## src/rtl/mem_arbiter_pkg.sv

```systemverilog
`timescale 1ns/1ps
`default_nettype none
// ============================================================================
//  Module      : mem_arb_types (package)
//  Description : State and grant types shared by the memory arbiter slice.
//  Revision    : 1.0
// ============================================================================
package mem_arb_types;

    typedef enum logic [1:0] {
        IDLE    = 2'd0,
        I_BUSY  = 2'd1,
        D_BUSY  = 2'd2,
        RELEASE = 2'd3
    } arb_state_t;

    typedef enum logic [0:0] {
        GRANT_INST = 1'b0,
        GRANT_DATA = 1'b1
    } arb_grant_t;

    localparam int c_DEFAULT_ADDR_W = 32;
    localparam int c_DEFAULT_LINE_W = 256;

    // Round-robin: on a conflict the requester that did not win last time goes next.
    function automatic arb_grant_t rr_pick(input arb_grant_t last_grant);
        return (last_grant == GRANT_INST) ? GRANT_DATA : GRANT_INST;
    endfunction

endpackage
`default_nettype wire

```

## src/rtl/mem_arbiter_if.sv

```systemverilog
`timescale 1ns/1ps
`default_nettype none
// ============================================================================
//  Module      : mem_arbiter_if
//  Description : Cache-side and memory-side line-port signals of the arbiter.
//  Revision    : 1.0
// ============================================================================
interface mem_arbiter_if #(
    parameter int ADDR_W = 32,
    parameter int LINE_W = 256
);
    logic              i_read;
    logic [ADDR_W-1:0] i_address;
    logic [LINE_W-1:0] i_rdata;
    logic              i_resp;

    logic              d_read;
    logic              d_write;
    logic [ADDR_W-1:0] d_address;
    logic [LINE_W-1:0] d_wdata;
    logic [LINE_W-1:0] d_rdata;
    logic              d_resp;

    logic              pmem_read;
    logic              pmem_write;
    logic [ADDR_W-1:0] pmem_address;
    logic [LINE_W-1:0] pmem_wdata;
    logic [LINE_W-1:0] pmem_rdata;
    logic              pmem_resp;

    // Arbiter view
    modport slave (
        input  i_read, i_address, d_read, d_write, d_address, d_wdata,
               pmem_rdata, pmem_resp,
        output i_rdata, i_resp, d_rdata, d_resp,
               pmem_read, pmem_write, pmem_address, pmem_wdata
    );

    // Caches + memory view
    modport master (
        output i_read, i_address, d_read, d_write, d_address, d_wdata,
               pmem_rdata, pmem_resp,
        input  i_rdata, i_resp, d_rdata, d_resp,
               pmem_read, pmem_write, pmem_address, pmem_wdata
    );
endinterface
`default_nettype wire

```

## src/rtl/mem_arbiter.sv

```systemverilog
`timescale 1ns/1ps
`default_nettype none
// ============================================================================
//  Module      : mem_arbiter
//  Description : Round-robin arbiter sharing one pmem line port between the
//                instruction cache (read) and data cache (read/write).
//  Revision    : 1.0
// ============================================================================
module mem_arbiter
    import mem_arb_types::*;
#(
    parameter int ADDR_W = c_DEFAULT_ADDR_W,
    parameter int LINE_W = c_DEFAULT_LINE_W
) (
    input  logic          clk,
    input  logic          rst,
    mem_arbiter_if.slave  bus
);

    arb_state_t        r_state;
    arb_state_t        w_next_state;
    arb_grant_t        r_last_grant;
    logic [ADDR_W-1:0] r_addr;
    logic [LINE_W-1:0] r_wdata;
    logic              r_is_write;

    logic w_i_req;
    logic w_d_req;
    logic w_grant_i;
    logic w_grant_d;
    logic w_pmem_read;
    logic w_pmem_write;
    logic w_i_resp;
    logic w_d_resp;

    assign w_i_req = bus.i_read;
    assign w_d_req = bus.d_read | bus.d_write;

    always_comb begin
        w_next_state = r_state;
        w_grant_i    = 1'b0;
        w_grant_d    = 1'b0;
        w_pmem_read  = 1'b0;
        w_pmem_write = 1'b0;
        w_i_resp     = 1'b0;
        w_d_resp     = 1'b0;

        case (r_state)
            IDLE: begin
                if (w_i_req && w_d_req) begin
                    if (rr_pick(r_last_grant) == GRANT_DATA) begin
                        w_grant_d = 1'b1;
                    end else begin
                        w_grant_i = 1'b1;
                    end
                end else if (w_i_req) begin
                    w_grant_i = 1'b1;
                end else if (w_d_req) begin
                    w_grant_d = 1'b1;
                end

                if (w_grant_i) begin
                    w_next_state = I_BUSY;
                end else if (w_grant_d) begin
                    w_next_state = D_BUSY;
                end
            end

            I_BUSY: begin
                w_pmem_read = 1'b1;
                if (bus.pmem_resp) begin
                    w_i_resp     = 1'b1;
                    w_next_state = RELEASE;
                end
            end

            D_BUSY: begin
                w_pmem_read  = ~r_is_write;
                w_pmem_write = r_is_write;
                if (bus.pmem_resp) begin
                    w_d_resp     = 1'b1;
                    w_next_state = RELEASE;
                end
            end

            // One idle cycle lets the served cache drop its request before re-arbitration.
            RELEASE: w_next_state = IDLE;

            default: w_next_state = IDLE;
        endcase
    end

    always_ff @(posedge clk) begin
        if (rst) begin
            r_state      <= IDLE;
            r_last_grant <= GRANT_INST;
            r_addr       <= '0;
            r_wdata      <= '0;
            r_is_write   <= 1'b0;
        end else begin
            r_state <= w_next_state;
            if (w_grant_i) begin
                r_addr       <= bus.i_address;
                r_is_write   <= 1'b0;
                r_last_grant <= GRANT_INST;
            end else if (w_grant_d) begin
                // d_read together with d_write is treated as a write.
                r_addr       <= bus.d_address;
                r_wdata      <= bus.d_wdata;
                r_is_write   <= bus.d_write;
                r_last_grant <= GRANT_DATA;
            end
        end
    end

    assign bus.pmem_read    = w_pmem_read;
    assign bus.pmem_write   = w_pmem_write;
    assign bus.pmem_address = r_addr;
    assign bus.pmem_wdata   = r_wdata;
    assign bus.i_resp       = w_i_resp;
    assign bus.d_resp       = w_d_resp;
    assign bus.i_rdata      = bus.pmem_rdata;
    assign bus.d_rdata      = bus.pmem_rdata;

    a_no_read_and_write: assert property (@(posedge clk) disable iff (rst)
        !(bus.d_read && bus.d_write))
        else $warning("mem_arbiter: d_read and d_write asserted together, treated as write");

    a_resp_only_when_busy: assert property (@(posedge clk) disable iff (rst)
        bus.pmem_resp |-> (r_state == I_BUSY || r_state == D_BUSY))
        else $warning("mem_arbiter: stray pmem_resp outside a busy state ignored");

endmodule
`default_nettype wire

```

## src/flat_wrapper.sv

```systemverilog
// flat-port wrapper written by rule: the top's interface ports become plain ports
module mem_arbiter_flat import mem_arb_types::*;
#(
    parameter int ADDR_W = c_DEFAULT_ADDR_W,
    parameter int LINE_W = c_DEFAULT_LINE_W
)
  (clk, rst, bus_i_read, bus_i_address, bus_d_read, bus_d_write, bus_d_address, bus_d_wdata, bus_pmem_rdata, bus_pmem_resp, bus_i_rdata, bus_i_resp, bus_d_rdata, bus_d_resp, bus_pmem_read, bus_pmem_write, bus_pmem_address, bus_pmem_wdata);
  mem_arbiter_if #(.ADDR_W(ADDR_W), .LINE_W(LINE_W)) bus_i ();
  input  logic clk;
  input  logic rst;
  input wire logic [$bits(bus_i.i_read)-1:0] bus_i_read;
  input wire logic [$bits(bus_i.i_address)-1:0] bus_i_address;
  input wire logic [$bits(bus_i.d_read)-1:0] bus_d_read;
  input wire logic [$bits(bus_i.d_write)-1:0] bus_d_write;
  input wire logic [$bits(bus_i.d_address)-1:0] bus_d_address;
  input wire logic [$bits(bus_i.d_wdata)-1:0] bus_d_wdata;
  input wire logic [$bits(bus_i.pmem_rdata)-1:0] bus_pmem_rdata;
  input wire logic [$bits(bus_i.pmem_resp)-1:0] bus_pmem_resp;
  output wire logic [$bits(bus_i.i_rdata)-1:0] bus_i_rdata;
  output wire logic [$bits(bus_i.i_resp)-1:0] bus_i_resp;
  output wire logic [$bits(bus_i.d_rdata)-1:0] bus_d_rdata;
  output wire logic [$bits(bus_i.d_resp)-1:0] bus_d_resp;
  output wire logic [$bits(bus_i.pmem_read)-1:0] bus_pmem_read;
  output wire logic [$bits(bus_i.pmem_write)-1:0] bus_pmem_write;
  output wire logic [$bits(bus_i.pmem_address)-1:0] bus_pmem_address;
  output wire logic [$bits(bus_i.pmem_wdata)-1:0] bus_pmem_wdata;
  assign bus_i.i_read = bus_i_read;
  assign bus_i.i_address = bus_i_address;
  assign bus_i.d_read = bus_d_read;
  assign bus_i.d_write = bus_d_write;
  assign bus_i.d_address = bus_d_address;
  assign bus_i.d_wdata = bus_d_wdata;
  assign bus_i.pmem_rdata = bus_pmem_rdata;
  assign bus_i.pmem_resp = bus_pmem_resp;
  assign bus_i_rdata = bus_i.i_rdata;
  assign bus_i_resp = bus_i.i_resp;
  assign bus_d_rdata = bus_i.d_rdata;
  assign bus_d_resp = bus_i.d_resp;
  assign bus_pmem_read = bus_i.pmem_read;
  assign bus_pmem_write = bus_i.pmem_write;
  assign bus_pmem_address = bus_i.pmem_address;
  assign bus_pmem_wdata = bus_i.pmem_wdata;
  mem_arbiter #(.ADDR_W(ADDR_W), .LINE_W(LINE_W)) u_core (.clk(clk), .rst(rst), .bus(bus_i));
endmodule
```

## config.mk

```make
export PLATFORM = sky130hd
export DESIGN_NAME = mem_arbiter_flat
export DESIGN_NICKNAME = d
export VERILOG_FILES = /design/src/rtl/mem_arbiter_pkg.sv /design/src/rtl/mem_arbiter_if.sv /design/src/rtl/mem_arbiter.sv /design/src/flat_wrapper.sv
export SDC_FILE = /design/constraint.sdc
export NUM_CORES = 1
export LEC_CHECK = 0
export ABC_AREA = 1
export CAP_MARGIN = 10
export CORE_AREA = 8 8 532 534
export CTS_CLUSTER_DIAMETER = 40
export DETAILED_ROUTE_END_ITERATION = 6
export DIE_AREA = 0 0 540 542
export SETUP_SLACK_MARGIN = 0.15
export SYNTH_ARGS = -nofsm -noshare
export SYNTH_HDL_FRONTEND = slang
export SYNTH_SLANG_ARGS = --single-unit
```

## constraint.sdc

```tcl
create_clock -name clk -period 3.8 [get_ports clk]
set_clock_uncertainty 0.05 [all_clocks]
set_input_delay 0.76 -clock clk [delete_from_list [all_inputs] [get_ports clk]]
set_output_delay 0.76 -clock clk [all_outputs]
set_load 0.02 [all_outputs]
```

==> results of run 1 <==
-- logic make-up after synthesis --
group                      count (synthesis)
AOI/OAI and AO/OA                        294
buffers and inverters                    676
DFF                                      292
and+or+nand+nor                          698
adders and majority gates                  4
-- where the power goes --
group	internal, mW	switching (mW)	leakage [nW]	total, mW
logic	3.02	6.94	4.65	9.96
registers	4.23	0.637	2.42	4.87
clock network	3.88	2.36	1.14	6.24
total	11.1	9.94	8.22	21.1
-- metrics by stage --
| step | power, mW | hold slack, ns | instances |
|---|---|---|---|
| CTS | 21.4 | 0.434 | 5701 |
| floorplan | 9.64 | 0.403 | 1964 |
| finish | 21.1 | 0.433 | 5710 |
| global placement | 15.0 | 0.427 | 5578 |
| detailed placement | 14.9 | 0.427 | 5578 |
| global route | 22.4 | 0.456 | 5702 |
-- layout by cell type (no fill, tap or decap), drive strengths merged --
| master | netlist | final |
|---|---|---|
| clkinv | 0 | 20 |
| dfxtp | 292 | 292 |
| ha | 4 | 4 |
| a21oi | 36 | 36 |
| o21a | 1 | 1 |
| nand4 | 64 | 64 |
| nand3 | 34 | 34 |
| nand2 | 82 | 82 |
| o21ai | 257 | 257 |
| clkbuf | 52 | 80 |
| clkdlybuf4s50 | 0 | 614 |
| diode | 0 | 9 |
| buf | 579 | 24 |
| clkinvlp | 0 | 7 |
| nor2 | 518 | 518 |
| inv | 45 | 56 |
| bufinv | 0 | 5 |
-- cell usage after synthesis --
library cell / number / area, sq um
clkbuf_1: 52 / 195
buf_1: 5 / 18.8
nand4_1: 64 / 400
ha_1: 4 / 50.1
nand2_1: 81 / 304
nand3_1: 34 / 170
nor2_1: 517 / 1940
o21a_1: 1 / 7.51
o21ai_1: 3 / 15.0
o21ai_0: 253 / 1270
o21ai_2: 1 / 8.76
buf_4: 513 / 3850
buf_6: 12 / 135
dfxtp_1: 292 / 5850
inv_1: 43 / 161
a21oi_2: 1 / 8.76
nand2_4: 1 / 11.3
inv_2: 2 / 7.51
a21oi_1: 35 / 175
nor2_4: 1 / 11.3
buf_2: 49 / 245
-- registers in the layout, indices dropped and copies added (netlist names) --
| register | flops |
|---|---|
| u_core.r_is_write | 1 |
| u_core.bus.pmem_wdata | 256 |
| u_core.r_state | 2 |
| u_core.bus.pmem_address | 32 |
| u_core.r_last_grant | 1 |
-- cell type report --
cell class / count / area, sq um / area share (%)
antenna: 9 / 22.5 / 0.0949
clock buffer: 80 / 1840 / 7.75
clock inverter: 43 / 539 / 2.27
inverter: 45 / 184 / 0.775
multi-input combinational: 996 / 4380 / 18.5
sequential: 292 / 5850 / 24.6
tap: 3607 / 4510 / 19.0
timing repair buffer: 638 / 6400 / 27.0
-- path summary, 6_finish.rpt --
check | startpoint | endpoint | slack [ns] | depth (start not counted)
setup / recovery | u_core.r_state[0] | bus_pmem_read | 0.72 | 4
hold / removal | u_core.bus.pmem_address[17] | u_core.bus.pmem_address[17] | 0.43 | 2
setup reg to reg | u_core.r_state[0] | u_core.bus.pmem_address[7] | 1.35 | 6
hold reg to reg | u_core.bus.pmem_address[17] | u_core.bus.pmem_address[17] | 0.43 | 2
-- per-layer routing --
metal,up-vias,global-route usage (%),part of all wire (%)
li1,5939,-,-
met1,6001,8.75,22
met2,1711,20.3,40
met3,512,21.5,33
met4,16,4.73,4.6
met5,-,1.96,0.39
-- critical path, delay by kind of cell, from the launching register on --
family,cells,cell delay [ns]
flops,1,0.36
fa+ha+maj,1,0.34
buf+inv,2,0.80
compound gates,1,0.12
==> results.sh, run 1 <==
export IMPL_worstPathMaxFanout=3
export IMPL_die_w_microns=540
export IMPL_grt_max_degree=95
export IMPL_end_kind="primary output"
export IMPL_fin_nets=2628
export IMPL_finish_utilization_pct=8.63
export IMPL_cts_root_buf="clkbuf_16"
export IMPL_max_freq_ghz=0.325
export IMPL_hold_class="register to register"
export IMPL_cts_sinks=292
export IMPL_cts_inserted_buffers=69
export IMPL_setup_tns_ns=0
export IMPL_gp_congestion=0.815
export IMPL_die_y_microns=542
export IMPL_antenna_found_initial=122
export IMPL_fillers=32000
export IMPL_remaining_drc_errors=0
export IMPL_vias=14200
export IMPL_ys_types=21
export IMPL_status="finished clean"
export IMPL_hpwl_mm=194
export IMPL_period_share_pct=81.0
export IMPL_drive_gt1_share_pct=7.26
export IMPL_drtIter0Drc=1109
export IMPL_grt_usage_pct=13.9
export IMPL_vdd_ir_drop_max_v=0.000515
export IMPL_required_ns=2.99
export IMPL_power_density_mw_per_mm2=888
export IMPL_muxShareOfSynthArea_pct=0
export IMPL_rsz0062_at_grt="false"
export IMPL_slowest_delay_ns=0.71
export IMPL_dpl_cell_area_sq_mm=0.0213
export IMPL_vias_per_cell=2.48
export IMPL_synthXorXnorAreaFrac_pct=0
export IMPL_ys_warn_count=0
export IMPL_setup_viol=0
export IMPL_ios=1386
export IMPL_crit_path_start_kind="register"
export IMPL_synth_cells=1964
export IMPL_slew_violations=0
export IMPL_area_delta_synth_final_pct=60.0
export IMPL_path_clk_slew_ns=0.04
export IMPL_cts_max_level=3
export IMPL_synth_compound_area_share_pct=9.99
export IMPL_routed_wl_mm=214
export IMPL_synthAdderAreaFrac_pct=0.337
export IMPL_period_minus_slack_ns=3.08
export IMPL_grt_pass1_wl_mm=246
export IMPL_die_area_sq_mm=0.293
export IMPL_final_hold_viol_count=0
export IMPL_synth_nets=2550
export IMPL_crit_path_top_delay_cell="clkdlybuf4s50_1"
export IMPL_critPathArrivalTime_ns=2.27
export IMPL_synth_top_family_by_area="buffers and inverters"
export IMPL_avgSynthCellArea_sq_um=7.55
export IMPL_grt_overflow=0
export IMPL_cts_max_path_buffers=3
export IMPL_post_cts_buffers=0
export IMPL_port_buffer_count=617
export IMPL_tightest_slew_ns=0.915
export IMPL_pre_cts_ws_ns=0.565
export IMPL_slew_limit_headroom_pct=39.0
export IMPL_start_util_pct=5.40
export IMPL_clock_latency_ns=0.64
export IMPL_core_sq_mm=0.275
export IMPL_postRouteAntennaNets=0
export IMPL_rows=193
export IMPL_post_drt_wl_per_cell_microns=37.6
export IMPL_ys_ff_latch=292
export IMPL_ys_seq_area_share_pct=39.4
export IMPL_drt_pass1_iter_count=5
export IMPL_cts_tree="built"
export IMPL_crit_path_cell_trace="inv_1 > ha_2 > o21a_1 > clkdlybuf4s50_1"
export IMPL_fin_ws_ns=0.723
export IMPL_p_leak_nw=8.22
export IMPL_final_cell_area_sq_mm=0.0237
export IMPL_syn_area_sq_mm=0.0148
export IMPL_worstSetupPathType="register to primary output"
export IMPL_postCtsResizedCells=0
export IMPL_synth_simple_area_share_pct=19.1
export IMPL_first_global_vias=13400
export IMPL_hold_buffers=0
export IMPL_maxCapViolations=0
No activity file was read; power rests on OpenSTA's default activity.
==> run 2, diff against run 1 <==
--- a/config.mk
+++ b/config.mk
@@ -7,10 +7,10 @@
 export LEC_CHECK = 0
 export ABC_AREA = 1
 export CAP_MARGIN = 10
-export CORE_AREA = 8 8 532 534
+export CORE_AREA = 8 8 536 538
 export CTS_CLUSTER_DIAMETER = 40
 export DETAILED_ROUTE_END_ITERATION = 6
-export DIE_AREA = 0 0 540 542
+export DIE_AREA = 0 0 544 546
 export SETUP_SLACK_MARGIN = 0.15
 export SYNTH_ARGS = -nofsm -noshare
 export SYNTH_HDL_FRONTEND = slang
==> constraint.sdc (replaced) <==
create_clock -name clk -period 2.74 [get_ports clk]
set_clock_uncertainty 0.05 [all_clocks]
set_input_delay 0.548 -clock clk [delete_from_list [all_inputs] [get_ports clk]]
set_output_delay 0.548 -clock clk [all_outputs]
set_load 0.02 [all_outputs]
==> results.sh, run 2 (same netlist as run 1, synthesis figures left out) <==
export IMPL_finish_utilization_pct=8.63
export IMPL_postRouteAntennaNets=0
export IMPL_antenna_found_initial=96
export IMPL_power_density_mw_per_mm2=1230
export IMPL_vias_per_cell=2.45
export IMPL_post_cts_buffers=0
export IMPL_hold_class="input port to register"
export IMPL_cts_tree="built"
export IMPL_cts_inserted_buffers=66
export IMPL_placed_cells=5712
export IMPL_period_share_pct=94.2
export IMPL_r2r_cells=8
export IMPL_drive_gt1_share_pct=8.72
export IMPL_layout_common_cells="clkdlybuf4s50_1 (563), nor2_1 (517), dfxtp_1 (292)"
export IMPL_cts_root_buf="clkbuf_16"
export IMPL_critPathArrivalTime_ns=1.98
export IMPL_post_drt_wl_per_cell_microns=36.5
export IMPL_vias=14300
export IMPL_finalPower_mw=29.5
export IMPL_setup_tns_ns=0
export IMPL_slew_violations=0
export IMPL_hold_end="u_core.bus.pmem_wdata[4]"
export IMPL_remaining_drc_errors=0
export IMPL_drt_pass1_iter_count=5
export IMPL_grt_max_degree=96
export IMPL_slowest_delay_ns=0.95
export IMPL_clock_latency_ns=0.66
export IMPL_core_sq_mm=0.278
export IMPL_mostFrequentLayoutCell="clkdlybuf4s50_1"
export IMPL_hold_buffers=0
export IMPL_dpl_cell_area_sq_mm=0.0216
export IMPL_end_kind="primary output"
export IMPL_period_minus_slack_ns=2.58
export IMPL_largest_reg_flops=256
export IMPL_hold_depth=3
export IMPL_drtIter0Drc=1206
export IMPL_grt_pass1_wl_mm=246
export IMPL_regToRegSetupSlack_ns=0.45
export IMPL_setup_viol=0
export IMPL_tightest_slew_ns=0.742
export IMPL_slew_limit_headroom_pct=50.5
export IMPL_max_freq_ghz=0.387
export IMPL_grt_usage_pct=13.7
export IMPL_die_area_sq_mm=0.297
export IMPL_crit_path_top_delay_cell="clkdlybuf4s50_1"
export IMPL_worstSetupPathType="register to primary output"
export IMPL_start_util_pct=5.33
export IMPL_rr_endpoint="u_core.bus.pmem_wdata[63]"
export IMPL_routed_wl_mm=213
export IMPL_cts_sinks=292
export IMPL_die_w_microns=544
export IMPL_critPathBufInv=1
export IMPL_port_buffer_count=617
export IMPL_fin_nets=2642
export IMPL_rows=194
export IMPL_r2r_start="u_core.r_state[1]"
export IMPL_ios=1386
export IMPL_grt_overflow=0
export IMPL_hpwl_mm=195
export IMPL_crit_path_cell_trace="clkdlybuf4s50_1"
export IMPL_status="finished clean"
export IMPL_cts_max_level=3
export IMPL_first_global_vias=13900
export IMPL_gp_congestion=0.867
export IMPL_rsz0062_at_grt="true"
export IMPL_die_y_microns=546
export IMPL_worstPathMaxFanout=2
export IMPL_final_cell_area_sq_mm=0.0240
export IMPL_maxCapViolations=0
export IMPL_hold_path_startpoint="bus_d_wdata[4]"
export IMPL_stdcell_count=5843
export IMPL_area_delta_synth_final_pct=62.1
export IMPL_crit_path_start_kind="register"
export IMPL_p_leak_nw=8.67
export IMPL_cts_max_path_buffers=3
export IMPL_crit_family="buffers and inverters"
export IMPL_postCtsResizedCells=20
export IMPL_final_hold_viol_count=0
export IMPL_required_ns=2.14
export IMPL_vdd_ir_drop_max_v=0.000660
export IMPL_path_clk_slew_ns=0.05
==> run 2: cell type report <==
| cell class | instances | area (sq um) |
|---|---|---|
| Clock buffer | 82 | 1800 |
| Antenna cell | 9 | 22.5 |
| Timing Repair Buffer | 655 | 6530 |
| Clock inverter | 40 | 623 |
| Tap cell | 3724 | 4660 |
| Fill cell | 32400 | 254000 |
| Multi-Input combinational cell | 996 | 4380 |
| Sequential cell | 292 | 5850 |
| Inverter | 45 | 184 |
==> run 2: report_power, final <==
part | total (mW) | switching, mW | internal [mW]
registers | 6.78 | 0.912 | 5.87
logic | 13.8 | 9.51 | 4.25
clock network | 8.95 | 3.15 | 5.80
total | 29.5 | 13.6 | 15.9
==> run 2: how the worst max path moves through the flow <==
stage / startpoint / endpoint / slack, ns / depth (start not counted)
after floorplan: bus_i_read / u_core.bus.pmem_wdata[212] / 1.04 / 10
after global placement: bus_i_read / u_core.bus.pmem_wdata[70] / -0.24 / 8
after detailed placement: bus_i_read / u_core.bus.pmem_wdata[46] / -0.24 / 8
after CTS: u_core.r_state[1] / bus_pmem_read / 0.03 / 4
after global routing: u_core.r_state[1] / bus_pmem_read / 0.14 / 4
final: u_core.bus.pmem_wdata[73] / bus_pmem_wdata[73] / 0.16 / 1
==> run 2: per-stage QoR <==
step | hold WS, ns | setup WS (ns)
2_1_floorplan | 0.403 | 1.04
3_3_place_gp | 0.422 | -0.243
3_5_place_dp | 0.428 | -0.238
4_1_cts | 0.328 | 0.0303
5_1_grt | 0.374 | 0.144
6_report | 0.401 | 0.159
==> run 2: metal layers <==
| layer | global-route usage (%) | part of all wire, % |
|---|---|---|
| met1 | 8.86 | 22 |
| met2 | 19.3 | 39 |
| met4 | 4.90 | 4.5 |
| met5 | 0.682 | 0.15 |
| met3 | 21.5 | 34 |
